===== src/rtl/instr_pkg.sv =====
// Shared RV32I encoding definitions: descriptor op codes,
// base opcodes, funct fields and field-packing helpers.
package instr_pkg;

  typedef enum logic [4:0] {
    OP_ADD, OP_SUB, OP_SLL, OP_SLT, OP_SLTU,
    OP_XOR, OP_SRL, OP_SRA, OP_OR, OP_AND,
    OP_ADDI, OP_SLTI, OP_SLTIU, OP_XORI,
    OP_ORI, OP_ANDI,
    OP_SLLI, OP_SRLI, OP_SRAI,
    OP_LBU, OP_SB, OP_LUI, OP_BNE, OP_BGEU,
    OP_JAL, OP_JALR, OP_LI
  } op_t;

  localparam logic [6:0] OPC_LOAD   = 7'b0000011;
  localparam logic [6:0] OPC_STORE  = 7'b0100011;
  localparam logic [6:0] OPC_OP_IMM = 7'b0010011;
  localparam logic [6:0] OPC_OP     = 7'b0110011;
  localparam logic [6:0] OPC_LUI    = 7'b0110111;
  localparam logic [6:0] OPC_BRANCH = 7'b1100011;
  localparam logic [6:0] OPC_JALR   = 7'b1100111;
  localparam logic [6:0] OPC_JAL    = 7'b1101111;

  localparam logic [2:0] F3_ADD  = 3'b000;
  localparam logic [2:0] F3_SLL  = 3'b001;
  localparam logic [2:0] F3_SLT  = 3'b010;
  localparam logic [2:0] F3_SLTU = 3'b011;
  localparam logic [2:0] F3_XOR  = 3'b100;
  localparam logic [2:0] F3_SR   = 3'b101;
  localparam logic [2:0] F3_OR   = 3'b110;
  localparam logic [2:0] F3_AND  = 3'b111;
  localparam logic [2:0] F3_LBU  = 3'b100;
  localparam logic [2:0] F3_SB   = 3'b000;
  localparam logic [2:0] F3_BNE  = 3'b001;
  localparam logic [2:0] F3_BGEU = 3'b111;
  localparam logic [2:0] F3_JALR = 3'b000;

  localparam logic [6:0] F7_BASE = 7'b0000000;
  localparam logic [6:0] F7_ALT  = 7'b0100000;

  function automatic logic [31:0] enc_r(
    input logic [6:0] f7,
    input logic [4:0] rs2,
    input logic [4:0] rs1,
    input logic [2:0] f3,
    input logic [4:0] rd
  );
    return {f7, rs2, rs1, f3, rd, OPC_OP};
  endfunction

  function automatic logic [31:0] enc_i(
    input logic [11:0] imm,
    input logic [4:0]  rs1,
    input logic [2:0]  f3,
    input logic [4:0]  rd,
    input logic [6:0]  opc
  );
    return {imm, rs1, f3, rd, opc};
  endfunction

  function automatic logic [31:0] enc_s(
    input logic [11:0] imm,
    input logic [4:0]  rs2,
    input logic [4:0]  rs1,
    input logic [2:0]  f3
  );
    return {imm[11:5], rs2, rs1, f3,
            imm[4:0], OPC_STORE};
  endfunction

  // b holds offset bits [12:1]
  function automatic logic [31:0] enc_b(
    input logic [11:0] b,
    input logic [4:0]  rs2,
    input logic [4:0]  rs1,
    input logic [2:0]  f3
  );
    return {b[11], b[9:4], rs2, rs1, f3,
            b[3:0], b[10], OPC_BRANCH};
  endfunction

  function automatic logic [31:0] enc_u(
    input logic [19:0] hi,
    input logic [4:0]  rd
  );
    return {hi, rd, OPC_LUI};
  endfunction

  // j holds offset bits [20:1]
  function automatic logic [31:0] enc_j(
    input logic [19:0] j,
    input logic [4:0]  rd
  );
    return {j[19], j[9:0], j[10], j[18:11],
            rd, OPC_JAL};
  endfunction

endpackage


===== src/rtl/rv32_encode_word.sv =====
// Combinational encoder: one non-pseudo op to an RV32I word.
// Ports: op/rd/rs1/rs2/imm in; word_o and illegal_o out.
module rv32_encode_word
  import instr_pkg::*;
(
  input  op_t         op_i,
  input  logic [4:0]  rd_i,
  input  logic [4:0]  rs1_i,
  input  logic [4:0]  rs2_i,
  input  logic [31:0] imm_i,
  output logic [31:0] word_o,
  output logic        illegal_o
);

  logic [11:0] i12;
  logic [4:0]  sh;

  assign i12 = imm_i[11:0];
  assign sh  = imm_i[4:0];

  always_comb begin
    word_o    = '0;
    illegal_o = 1'b0;
    case (op_i)
      OP_ADD:   word_o = enc_r(F7_BASE, rs2_i, rs1_i, F3_ADD, rd_i);
      OP_SUB:   word_o = enc_r(F7_ALT, rs2_i, rs1_i, F3_ADD, rd_i);
      OP_SLL:   word_o = enc_r(F7_BASE, rs2_i, rs1_i, F3_SLL, rd_i);
      OP_SLT:   word_o = enc_r(F7_BASE, rs2_i, rs1_i, F3_SLT, rd_i);
      OP_SLTU:  word_o = enc_r(F7_BASE, rs2_i, rs1_i, F3_SLTU, rd_i);
      OP_XOR:   word_o = enc_r(F7_BASE, rs2_i, rs1_i, F3_XOR, rd_i);
      OP_SRL:   word_o = enc_r(F7_BASE, rs2_i, rs1_i, F3_SR, rd_i);
      OP_SRA:   word_o = enc_r(F7_ALT, rs2_i, rs1_i, F3_SR, rd_i);
      OP_OR:    word_o = enc_r(F7_BASE, rs2_i, rs1_i, F3_OR, rd_i);
      OP_AND:   word_o = enc_r(F7_BASE, rs2_i, rs1_i, F3_AND, rd_i);
      OP_ADDI:  word_o = enc_i(i12, rs1_i, F3_ADD, rd_i, OPC_OP_IMM);
      OP_SLTI:  word_o = enc_i(i12, rs1_i, F3_SLT, rd_i, OPC_OP_IMM);
      OP_SLTIU: word_o = enc_i(i12, rs1_i, F3_SLTU, rd_i, OPC_OP_IMM);
      OP_XORI:  word_o = enc_i(i12, rs1_i, F3_XOR, rd_i, OPC_OP_IMM);
      OP_ORI:   word_o = enc_i(i12, rs1_i, F3_OR, rd_i, OPC_OP_IMM);
      OP_ANDI:  word_o = enc_i(i12, rs1_i, F3_AND, rd_i, OPC_OP_IMM);
      OP_SLLI:
        word_o = enc_i({F7_BASE, sh}, rs1_i, F3_SLL, rd_i, OPC_OP_IMM);
      OP_SRLI:
        word_o = enc_i({F7_BASE, sh}, rs1_i, F3_SR, rd_i, OPC_OP_IMM);
      OP_SRAI:
        word_o = enc_i({F7_ALT, sh}, rs1_i, F3_SR, rd_i, OPC_OP_IMM);
      OP_LBU:   word_o = enc_i(i12, rs1_i, F3_LBU, rd_i, OPC_LOAD);
      OP_SB:    word_o = enc_s(i12, rs2_i, rs1_i, F3_SB);
      OP_LUI:   word_o = enc_u(imm_i[31:12], rd_i);
      OP_BNE:   word_o = enc_b(imm_i[12:1], rs2_i, rs1_i, F3_BNE);
      OP_BGEU:  word_o = enc_b(imm_i[12:1], rs2_i, rs1_i, F3_BGEU);
      OP_JAL:   word_o = enc_j(imm_i[20:1], rd_i);
      OP_JALR:  word_o = enc_i(i12, rs1_i, F3_JALR, rd_i, OPC_JALR);
      default:  illegal_o = 1'b1;
    endcase
  end

endmodule


===== src/rtl/instr_stream_encoder.sv =====
// Accepts op descriptors, encodes RV32I words (LI split into
// LUI+ADDI) and writes them sequentially to instruction memory.
// Ports: clk/rst_n/clear; in_* descriptor handshake;
// wr_* memory write port with backpressure; full/err flags.
module instr_stream_encoder
  import instr_pkg::*;
#(
  parameter int unsigned ADDR_WIDTH = 12,
  parameter int unsigned BASE_ADDR  = 0
) (
  input  logic                  clk,
  input  logic                  rst_n,
  input  logic                  clear,
  input  logic                  in_valid,
  output logic                  in_ready,
  input  logic [4:0]            in_op,
  input  logic [4:0]            in_rd,
  input  logic [4:0]            in_rs1,
  input  logic [4:0]            in_rs2,
  input  logic [31:0]           in_imm,
  output logic                  wr_en,
  output logic [ADDR_WIDTH-1:0] wr_addr,
  output logic [31:0]           wr_data,
  input  logic                  wr_ready,
  output logic                  full,
  output logic                  err
);

  typedef enum logic [1:0] {IDLE, WRITE, WRITE2} state_t;

  localparam logic [ADDR_WIDTH-1:0] BASE =
    ADDR_WIDTH'(BASE_ADDR);
  localparam logic [ADDR_WIDTH-1:0] LAST =
    ~ADDR_WIDTH'(3);
  localparam logic [ADDR_WIDTH-1:0] STEP =
    ADDR_WIDTH'(4);

  state_t                state_q, state_d;
  logic                  wr_en_q, wr_en_d;
  logic [ADDR_WIDTH-1:0] wr_addr_q, wr_addr_d;
  logic [31:0]           wr_data_q, wr_data_d;
  logic                  full_q, full_d;
  logic                  err_q, err_d;
  logic                  pend_q, pend_d;
  logic [4:0]            li_rd_q, li_rd_d;
  logic [11:0]           li_lo_q, li_lo_d;

  op_t         op_in;
  logic        is_li;
  logic        li_small;
  logic [19:0] li_hi;
  logic [11:0] li_lo;
  logic        misalign;
  logic        accept;
  logic        last_slot;

  op_t         enc_op;
  logic [4:0]  enc_rd;
  logic [4:0]  enc_rs1;
  logic [4:0]  enc_rs2;
  logic [31:0] enc_imm;
  logic [31:0] enc_word;
  logic        enc_ill;

  assign op_in = op_t'(in_op);
  assign is_li = (op_in == OP_LI);
  // fits a signed 12-bit immediate when bits 31..11 agree
  assign li_small = (&in_imm[31:11]) | ~(|in_imm[31:11]);
  // (imm + 0x800) >> 12: the low-half add only carries imm[11]
  assign li_hi = in_imm[31:12] + {19'b0, in_imm[11]};
  assign li_lo = in_imm[11:0];
  assign misalign = in_imm[0] &&
    (op_in == OP_BNE || op_in == OP_BGEU ||
     op_in == OP_JAL);

  assign in_ready  = (state_q == IDLE) && !full_q;
  assign accept    = in_valid && in_ready;
  assign last_slot = (wr_addr_q == LAST);

  // Outside IDLE the encoder builds the ADDI half of LI.
  always_comb begin
    enc_op  = op_in;
    enc_rd  = in_rd;
    enc_rs1 = in_rs1;
    enc_rs2 = in_rs2;
    enc_imm = in_imm;
    if (state_q != IDLE) begin
      enc_op  = OP_ADDI;
      enc_rd  = li_rd_q;
      enc_rs1 = li_rd_q;
      enc_imm = {20'b0, li_lo_q};
    end else if (is_li) begin
      if (li_small) begin
        enc_op  = OP_ADDI;
        enc_rs1 = '0;
      end else begin
        enc_op  = OP_LUI;
        enc_imm = {li_hi, 12'b0};
      end
    end
  end

  rv32_encode_word u_enc (
    .op_i      (enc_op),
    .rd_i      (enc_rd),
    .rs1_i     (enc_rs1),
    .rs2_i     (enc_rs2),
    .imm_i     (enc_imm),
    .word_o    (enc_word),
    .illegal_o (enc_ill)
  );

  always_comb begin
    state_d   = state_q;
    wr_en_d   = wr_en_q;
    wr_addr_d = wr_addr_q;
    wr_data_d = wr_data_q;
    full_d    = full_q;
    err_d     = err_q;
    pend_d    = pend_q;
    li_rd_d   = li_rd_q;
    li_lo_d   = li_lo_q;
    unique case (state_q)
      IDLE: begin
        if (accept) begin
          if (enc_ill) begin
            err_d = 1'b1;
          end else begin
            if (misalign) err_d = 1'b1;
            wr_en_d   = 1'b1;
            wr_data_d = enc_word;
            state_d   = WRITE;
            pend_d    = is_li && !li_small &&
                        (li_lo != 12'b0);
            li_rd_d   = in_rd;
            li_lo_d   = li_lo;
          end
        end
      end
      WRITE, WRITE2: begin
        if (wr_ready) begin
          wr_en_d = 1'b0;
          state_d = IDLE;
          // the last slot saturates instead of wrapping
          if (last_slot) full_d = 1'b1;
          else wr_addr_d = wr_addr_q + STEP;
          if (state_q == WRITE && pend_q) begin
            pend_d = 1'b0;
            if (last_slot) begin
              err_d = 1'b1;
            end else begin
              wr_en_d   = 1'b1;
              wr_data_d = enc_word;
              state_d   = WRITE2;
            end
          end
        end
      end
      default: state_d = IDLE;
    endcase
  end

  always_ff @(posedge clk) begin
    if (!rst_n || clear) begin
      state_q   <= IDLE;
      wr_en_q   <= 1'b0;
      wr_addr_q <= BASE;
      wr_data_q <= '0;
      full_q    <= 1'b0;
      err_q     <= 1'b0;
      pend_q    <= 1'b0;
      li_rd_q   <= '0;
      li_lo_q   <= '0;
    end else begin
      state_q   <= state_d;
      wr_en_q   <= wr_en_d;
      wr_addr_q <= wr_addr_d;
      wr_data_q <= wr_data_d;
      full_q    <= full_d;
      err_q     <= err_d;
      pend_q    <= pend_d;
      li_rd_q   <= li_rd_d;
      li_lo_q   <= li_lo_d;
    end
  end

  assign wr_en   = wr_en_q;
  assign wr_addr = wr_addr_q;
  assign wr_data = wr_data_q;
  assign full    = full_q;
  assign err     = err_q;

endmodule


===== config.mk =====
export PLATFORM = sky130hd
export DESIGN_NAME = instr_stream_encoder
export DESIGN_NICKNAME = d
export VERILOG_FILES = /design/src/rtl/instr_pkg.sv /design/src/rtl/rv32_encode_word.sv /design/src/rtl/instr_stream_encoder.sv
export SDC_FILE = /design/constraint.sdc
export NUM_CORES = 1
export LEC_CHECK = 0
export ABC_AREA = 1
export ABC_CLOCK_PERIOD_IN_PS = 3480
export CAP_MARGIN = 20
export CORE_MARGIN = 2
export CORE_UTILIZATION = 30
export CTS_CLUSTER_DIAMETER = 120
export DETAILED_ROUTE_END_ITERATION = 7
export PLACE_DENSITY_LB_ADDON = 0.12
export SLEW_MARGIN = 20
export SYNTH_ARGS = -nofsm -noshare
export SYNTH_HDL_FRONTEND = slang
export SYNTH_SLANG_ARGS = --single-unit
export TNS_END_PERCENT = 20

===== constraint.sdc =====
create_clock -name clk -period 3.48 [get_ports clk]
set_input_delay 0.522 -clock clk [delete_from_list [all_inputs] [get_ports clk]]
set_output_delay 0.522 -clock clk [all_outputs]
set_load 0.1 [all_outputs]

==> summary.txt <==
STA
  – Max Clock Skew: 9.401 ps
  – Slew at the pin closest to its max-slew limit: 1005 ps
  – Max Freq: 0.3199 GHz
  – Max Slew Vio Count: 0
  – Unrepaired setup endpoints after global routing: no
  – TNS Setup: 0 ps
  – Fin. Hold Viols: 0
  – Tmin final: 3126 ps
  – Tcrit/Tclk final: 0.8983
  – Setup Viol. Count Final: 0
  – Slew margin rel.: 0.3278

Die
  – Core ar.: 26,060 µm²
  – Core Rows: 59
  – Die width: 167.1 µm
  – Number of top-level pins: 105
  – Die area: 27,910 µm²
  – Die Ht: 167.1 µm
  – Initial Util: 0.3061

Yosys
  – Synthesized instance count: 1,573
  – Yosys reg bits: 64
  – Syn_area_per_cell: 5.071 µm²
  – Mapped Area: 7976 µm²
  – Yosys top cell area share: 0.2522
  – Dominant cells by area after synthesis: nand2_1 25%, dfxtp_1 16%, nand3_1 14%
  – Ys Warns: 0
  – Sequential share of the synthesized area: 0.1606
  – Library cells used by synthesis: 40
  – Yosys top cell by area: nand2_1

Detailed routing
  – Iteration-0 DRC Markers: 1,024
  – WL final: 34,650 µm
  – Routed vias: 10,739
  – DRC: 0
  – Drt first pass iters: 5
  – Antenna viol nets, final: 0
  – Vias per cell: 5.146
  – DR WL/cell: 16.60 µm

Worst setup path
  – Worst flop-to-flop path startpoint: state_q[1]
  – Worst R2R Setup Slack: 470 ps
  – Bufs and invs on worst path: 3
  – RR Endpoint: wr_data[21]
  – Critical Path End Type: register
  – CP Cell Sequence: clkdlybuf4s50_1 > ha_1 > nand3_1 > nor2_1 > nand3_1 > nand2_2 > nand2_2 > nand3_4 > buf_4 > nor2_4 > nand2_1 > buf_4 > nand2_1 > a21oi_1 > nand3_1 > nand4_1 > a21oi_1
  – Kind of critical path: in -> reg
  – Worst path arrival time: 3330 ps
  – CP delay by family, top: simple AND/OR/NAND/NOR gates
  – Worst EP required: 3690 ps
  – Critical path's most frequent cell: nand3_1
  – Crit start category: input pin
  – Critical Path Slowest Stage Cell: clkdlybuf4s50_1
  – Worst Reg-to-Reg Cells: 14
  – Slowest stage delay, CP: 560 ps
  – Crit-path max FO: 12

Global routing
  – GRT Total Usage: 0.2447
  – First-pass GRT wire length: 54,840 µm
  – Initial antenna violation count: 0
  – Largest net degree at the start of global routing: 51
  – Overflow after GRT: 0
  – Vias in the first global route: 9,991

CTS
  – Hold Buf Count CTS: 0
  – Root Driver: clkbuf_16
  – Clock latency on the worst-skew pair: 350 ps
  – Num CTS Buffers: 9
  – Worst-path clk slew: 60 ps
  – Cts repair resizes: 0
  – CTS Sinks: 64
  – CTS tree: yes
  – CTS HTree Levels: 3
  – CTS max path bufs: 2
  – Post-CTS Setup Repair Bufs: 0

Pwr
  – Power Density: 435.9 nW/µm²
  – Max rail drop VDD: 0.2877 mV
  – Leakage: 5.238 nW

Placed design
  – HPWL after detailed placement: 26,230 µm
  – Cells after DPL: 2,071
  – GPL Wtd Cong: 0.9095
  – I/O Buffers: 102

Final layout
  – # diodes: 0
  – Area Growth Syn to Fin: 34.34%
  – Fraction of layout cells with a size suffix above 1: 0.1256
  – Most frequent cells in the layout: 536 x nand2_1, 222 x nand3_1, 218 x nor2_1
  – Fin nets: 1,811
  – Most common cell after layout, fill and taps aside: nand2_1
  – Cell Count, Final, Fillers Out: 2,087

Status
  – Status: completed

Flow run
  – Max-cap violations: 0

Worst hold path
  – Hold Path End: li_lo_q[9]
  – Hold depth: 2
  – Critical hold path startpoint: li_lo_q[9]
  – HP Class: reg -> reg
==> power by group <==
part	internal, W	switching (W)	leakage [nW]
clock	0.000709	0.000403	0.171
combinational	0.000903	0.00185	4.55
sequential	0.000779	0.0000260	0.517
==> sequential cells by signal, indices dropped and copies added (netlist names) <==
register	flops
err	1
full	1
li_lo_q	12
li_rd_q	5
pend_q	1
state_q	2
wr_addr	10
wr_data	31
wr_en	1
==> per-stage QoR <==
step	setup slack (ps)	total power, W	hold WS, ps	utilization	instance area [µm²]
2_1_floorplan	287.5	0.002451	439.1	-	7983
4_1_cts	352.1	0.004688	460.3	0.4109	10710
5_1_grt	28.25	0.004986	471.4	0.4112	10720
3_3_place_gp	-95.74	0.003554	446.6	0.3974	10350
6_report	354.0	0.004671	458.9	0.4112	10720
3_5_place_dp	-9.724	0.003551	450.4	0.3975	10360
==> tightest hold or removal path, stage by stage, from the launching register on <==
cell and delay (ps):
dfxtp_1 310, nand2_1 60, a21oi_1 50
==> synth_stat cells (all sizes together) <==
master,n
nand2,545
nand3,231
nor2,228
a21oi,165
inv,117
dfxtp,64
o21ai,59
clkbuf,56
buf,35
nand4,27
nor3,12
ha,7
xor2,5
nor4,4
o21a,3
or2,3
a21boi,2
mux2i,2
a211oi,1
a31oi,1
clkinv,1
conb,1
nand3b,1
nor3b,1
o211ai,1
o21bai,1
==> cells by family (layout without fill, tap and decap cells) <==
| family | count (synthesis) | after routing | synth area share |
|---|---|---|---|
| AND/OR/NAND/NOR | 1052 | 1052 | 0.5616 |
| buffers and inverters | 209 | 387 | 0.1071 |
| adder cells (fa/ha/maj) | 7 | 7 | 0.01098 |
| XOR/XNOR | 5 | 5 | 0.005490 |
| flip-flops | 64 | 64 | 0.1606 |
| other | 1 | 2 | 0.0004701 |
| multiplexers | 2 | 2 | 0.002510 |
| AO/OA/AOI/OAI | 233 | 233 | 0.1512 |
==> routing by layer <==
| layer | vias to the layer above | global-route usage | part of all wire |
|---|---|---|---|
| li1 | 5446 | - | - |
| met1 | 4848 | 0.3324 | 0.45 |
| met2 | 390 | 0.4060 | 0.46 |
| met3 | 55 | 0.03018 | 0.069 |
| met4 | 0 | 0.07084 | 0.024 |
| met5 | - | 0 | 0 |
==> final cells by class <==
| type | count | area (µm²) |
|---|---|---|
| Multi-Input combinational cell | 1301 | 5859 |
| Fill cell | 2919 | 15340 |
| Sequential cell | 64 | 1281 |
| Tap cell | 335 | 419.2 |
| Clock buffer | 9 | 225.2 |
| Clock inverter | 7 | 125.1 |
| Inverter | 118 | 442.9 |
| Timing Repair Buffer | 253 | 2362 |
==> how the worst max path moves through the flow <==
stage,cells after the start,from,to
2_1_floorplan,13,state_q[1],wr_data[6]
3_3_place_gp,17,in_imm[11],wr_data[23]
3_5_place_dp,18,in_imm[11],wr_data[21]
4_1_cts,18,in_imm[11],wr_data[21]
5_1_grt,21,in_imm[11],wr_data[21]
6_report,17,in_imm[11],wr_data[12]
No activity file was read; power rests on OpenSTA's default activity.
